--- config.mk ---
export PLATFORM = sky130hd
export DESIGN_NAME = dcache_responder
export DESIGN_NICKNAME = d
export VERILOG_FILES = /design/src/rtl/dcache_responder.sv
export SDC_FILE = /design/constraint.sdc
export NUM_CORES = 2
export LEC_CHECK = 0
export ABC_AREA = 0
export CORE_MARGIN = 3
export CORE_UTILIZATION = 44
export DETAILED_ROUTE_END_ITERATION = 10
export REMOVE_ABC_BUFFERS = 1
export SYNTH_ARGS = -nofsm -noshare
export SYNTH_HDL_FRONTEND = slang
export SYNTH_MEMORY_MAX_BITS = 65536
export SYNTH_SLANG_ARGS = --single-unit
--- constraint.sdc ---
create_clock -name clk -period 23 [get_ports clk]
set_clock_uncertainty 0.2 [all_clocks]
set_input_delay 4.6 -clock clk [delete_from_list [all_inputs] [get_ports clk]]
set_output_delay 4.6 -clock clk [all_outputs]
set_load 0.005 [all_outputs]
--- src/rtl/dcache_responder.sv ---
// dcache_responder: blocking direct-mapped write-back cache between
// the LSU dmem port and a line-wide backing memory port.
module dcache_responder #(
    parameter int NUM_SETS = 16
) (
    input  logic         clk,
    input  logic         rst,
    input  logic [31:0]  ufp_addr,
    input  logic [3:0]   ufp_rmask,
    input  logic [3:0]   ufp_wmask,
    input  logic [31:0]  ufp_wdata,
    output logic [31:0]  ufp_rdata,
    output logic         ufp_resp,
    output logic [31:0]  dfp_addr,
    output logic         dfp_read,
    output logic         dfp_write,
    output logic [255:0] dfp_wdata,
    input  logic [255:0] dfp_rdata,
    input  logic         dfp_resp
);

    localparam int IDX = $clog2(NUM_SETS);
    localparam int TAG = 27 - IDX;

    localparam logic [1:0] S_IDLE = 2'd0;
    localparam logic [1:0] S_TAG  = 2'd1;
    localparam logic [1:0] S_WB   = 2'd2;
    localparam logic [1:0] S_FILL = 2'd3;

    logic [1:0]  state;
    logic [1:0]  state_n;

    // word address of the request in flight
    logic [29:0] req_addr;
    logic [3:0]  req_wmask;
    logic [31:0] req_wdata;

    logic [255:0]        data_arr [NUM_SETS];
    logic [TAG-1:0]      tag_arr  [NUM_SETS];
    logic [NUM_SETS-1:0] valid;
    logic [NUM_SETS-1:0] dirty;

    logic [2:0]     req_word;
    logic [IDX-1:0] req_idx;
    logic [TAG-1:0] req_tag;
    logic [255:0]   line;
    logic [TAG-1:0] old_tag;
    logic [255:0]   merged;
    logic [7:0]     bsel;
    logic [31:0]    line_word;

    logic req_any;
    logic accept;
    logic is_write;
    logic hit;
    logic write_hit;
    logic fill_done;
    logic unused_addr;

    assign unused_addr = ^ufp_addr[1:0];

    assign req_word = req_addr[2:0];
    assign req_idx  = req_addr[3 +: IDX];
    assign req_tag  = req_addr[29 -: TAG];

    assign line     = data_arr[req_idx];
    assign old_tag  = tag_arr[req_idx];
    assign is_write = |req_wmask;
    assign hit      = valid[req_idx] && (old_tag == req_tag);

    assign line_word = line[{req_word, 5'd0} +: 32];

    assign req_any   = |(ufp_rmask | ufp_wmask);
    assign accept    = (state == S_IDLE) && req_any;
    assign write_hit = (state == S_TAG) && hit && is_write;
    assign fill_done = (state == S_FILL) && dfp_resp;

    always_comb begin
        merged = line;
        bsel   = '0;
        for (int b = 0; b < 4; b++) begin
            bsel = {req_word, 2'(b), 3'd0};
            if (req_wmask[b]) begin
                merged[bsel +: 8] = req_wdata[8*b +: 8];
            end
        end
    end

    always_comb begin
        state_n = state;
        unique case (state)
            S_IDLE: begin
                if (req_any) begin
                    state_n = S_TAG;
                end
            end
            S_TAG: begin
                if (hit) begin
                    state_n = S_IDLE;
                end else if (valid[req_idx] && dirty[req_idx]) begin
                    state_n = S_WB;
                end else begin
                    state_n = S_FILL;
                end
            end
            S_WB: begin
                if (dfp_resp) begin
                    state_n = S_FILL;
                end
            end
            S_FILL: begin
                if (dfp_resp) begin
                    state_n = S_TAG;
                end
            end
            default: state_n = S_IDLE;
        endcase
    end

    // strobes and their data buses are forced low during reset
    always_comb begin
        ufp_resp  = 1'b0;
        ufp_rdata = '0;
        dfp_read  = 1'b0;
        dfp_write = 1'b0;
        dfp_addr  = '0;
        dfp_wdata = '0;
        if (rst) begin
            unique case (1'b1)
                (state == S_TAG): begin
                    ufp_resp = hit;
                    if (hit && !is_write) begin
                        ufp_rdata = line_word;
                    end
                end
                (state == S_WB): begin
                    dfp_write = 1'b1;
                    dfp_addr  = {old_tag, req_idx, 5'd0};
                    dfp_wdata = line;
                end
                (state == S_FILL): begin
                    dfp_read = 1'b1;
                    dfp_addr = {req_tag, req_idx, 5'd0};
                end
                default: begin
                end
            endcase
        end
    end

    always_ff @(posedge clk) begin
        if (!rst) begin
            state     <= S_IDLE;
            valid     <= '0;
            dirty     <= '0;
            req_addr  <= '0;
            req_wmask <= '0;
            req_wdata <= '0;
        end else begin
            state <= state_n;
            if (accept) begin
                req_addr  <= ufp_addr[31:2];
                req_wmask <= ufp_wmask;
                req_wdata <= ufp_wdata;
            end
            if (fill_done) begin
                valid[req_idx] <= 1'b1;
                dirty[req_idx] <= 1'b0;
            end else if (write_hit) begin
                dirty[req_idx] <= 1'b1;
            end
        end
    end

    // line storage is not cleared by reset
    always_ff @(posedge clk) begin
        if (rst) begin
            if (fill_done) begin
                data_arr[req_idx] <= dfp_rdata;
                tag_arr[req_idx]  <= req_tag;
            end else if (write_hit) begin
                data_arr[req_idx] <= merged;
            end
        end
    end

endmodule
==> impl_metrics.ini <==
[outcome]
status = finished clean

[layout]
final_core_util_pct = 51.1
regArea_mm2 = 0.136
fillers = 32600
stdcell_count = 15200
drive_gt1_share_pct = 25.0
area_delta_synth_final_pct = 15.4
fin_nets = 9664
multi_input_area_mm2 = 0.0447

[sta]
tns_ns = 0
fmax_mhz = 71.3
slew_headroom_pct = 12.3
slew_viol_final = 0
min_period_over_period_pct = 60.9
finalSetupViolCount = 0
rsz0062_at_grt = no
final-hold-violation-count = 0
tightest_slew_ns = 1.32
fin_crit_ns = 14.02

[worst_setup_path]
cp_num_cells = 12
max_stage_delay_ns = 0.86
path_max_fanout = 115
cp.buffers_inverters = 7
crit_path_top_delay_cell = buf_4
worstPathArrival_ns = 9.22
cp-end-kind = output pin
ff2ff_path_depth = 13
cp.required_ns = 18.20
cp-start-kind = register
setup.worst_path.class = register to output pin
critPathTopFamily = buffers and inverters
path_common_cell = buf_4
path_cells = buf_4 -> buf_4 -> buf_4 -> buf_12 -> buf_4 -> buf_4 -> mux4_2 -> mux4_2 -> mux4_2 -> nand2_1 -> a2111oi_1 -> clkdlybuf4s50_1

[pwr]
p_leak_uw = 0.0650
powerDensity_mw_per_mm2 = 99.4
fin_total_pwr_uw = 21000
ir_worst_vdd_mv = 0.0703

[floorplanning]
ios = 654
row_count = 236
coreArea_mm2 = 0.414
dieArea_mm2 = 0.424
die_y_um = 651
die_w_um = 651
start_util_pct = 44.2

[detailed_routing]
drtIter0Drc = 10900
wirelength_um = 536000
first_pass_iters = 5
antenna_left = 0
drc = 0
avgRoutedWirePerCell_um = 35.2
via_count = 93200
vias_per_cell = 6.12

[placement]
dp_hpwl_um = 291000
gp_congestion = 0.787
portBuffers = 646
place_inst = 14300

[logic_synthesis]
synthFlopType = edfxtp_1
synth-edff-count = 4464
async_reset_ff_share_pct = 0
synth.avg_cell_area_um2 = 21.5
synth.area.top_cells = edfxtp_1 73%, mux4_2 17%, mux2_1 1.5%, nand2_1 1.2%, dfxtp_1 1.1%
synth_commonest_cells = 4,464 x edfxtp_1, 1,383 x mux4_2, 588 x nand2_1, 248 x mux2_1, 237 x and2_1
synth_most_common_cell = edfxtp_1
yosysSeqAreaShare_pct = 74.3
ys_types = 69
yosys.area.top_type_share_pct = 73.2
mappedNetlistArea_mm2 = 0.183
yosysWarnings = 0
synth_seq_cells = 4568
syn_inst = 8501
synth_area_leader_cell = edfxtp_1

[min_path]
holdPathStages = 1
worstHoldPathType = register to register

[clock_tree]
h-tree-depth = 5
tritoncts = yes
clk_pin_slew_ns = 0.07
clkLatencyLatePin_ns = 0.99
clkSinkCount = 4568
root_buffer = clkbuf_16
post_cts_resized = 0
hold_buffers = 0
post_cts_buffers = 0
clock_path_buffers = 4
cts_inserted_buffers = 461

[global_routing]
antenna_found_initial = 64
track_usage_pct = 25.1
grt_pass1_wl_um = 747000
grt_pass1_vias = 94100
grt_max_degree = 149
overflow = 0

[flow_run]
drv_cap = 0
worst paths after layout:
check | to | startpoint | slack, ns
max | ufp_rdata[24] | register | 8.98
min reg2reg | valid[4] | valid[4] | 0.25
max reg2reg | data_arr[0][71] | register | 14.37
min | valid[4] | valid[4] | 0.25
cells in the final DEF (no fill, tap or decap), types with 96 or more instances in the layout:
cell type | synthesis | final
edfxtp_1 | 4464 | 4464
dfxtp_1 | 104 | 98
mux2i_1 | 104 | 104
and2_1 | 237 | 236
mux2_1 | 248 | 248
nand2_1 | 588 | 584
clkdlybuf4s50_1 | 0 | 645
mux4_2 | 1383 | 1383
buf_4 | 45 | 195
clkbuf_16 | 0 | 467
clkinv_1 | 4 | 96
clkbuf_1 | 213 | 104
o21ai_0 | 199 | 198
power breakdown:
| part | switching [uW] | internal [uW] | total [uW] |
|---|---|---|---|
| Clock | 3170 | 4260 | 7430 |
| Combinational | 2450 | 1780 | 4230 |
| Sequential | 136 | 9230 | 9370 |
flip-flops by register name, indices dropped and copies added, names as in the netlist, named ones only:
name       count
state          2
data_arr    4096
req_addr      30
tag_arr      368
valid         16
req_wmask      4
req_wdata     32
stage by stage:
stage | hold WS, ns | worst slack [ns] | cell area, um^2
2_1_floorplan | 0.221 | -40.18 | 181000
3_3_place_gp | 0.230 | 9.72 | 196000
3_5_place_dp | 0.243 | 9.73 | 196000
5_1_grt | 0.278 | 8.18 | 211000
6_report | 0.253 | 8.98 | 211000
4_1_cts | 0.256 | 8.65 | 211000
kinds of logic after synthesis:
| kind of cell | after synthesis | share of synthesized area [%] |
|---|---|---|
| xor+xnor | 26 | 0.124 |
| buf+inv | 548 | 1.52 |
| mux | 1818 | 19.6 |
| flops | 4568 | 74.3 |
| compound gates | 494 | 1.74 |
| fa+ha+maj | 10 | 0.0683 |
| other cells | 1 | 0.00205 |
| simple gates | 1036 | 2.62 |
layer usage:
layer	vias up	GRT usage [%]	wire length, um
met5	-	0	59
met4	8	9.31	20700
met3	836	4.30	42500
met2	4423	40.8	263000
met1	50700	34.1	210000
li1	37200	-	-
layout make-up:
type / count / share of cell area, %
flip-flops and latches: 4568 / 64.4
well taps: 5474 / 3.24
clock inverters: 259 / 1.19
diodes: 50 / 0.0592
repair buffers: 871 / 4.04
clock buffers: 597 / 5.88
inverters: 32 / 0.0692
multi-input cells: 3389 / 21.1
(Power assumes the default switching activity.)
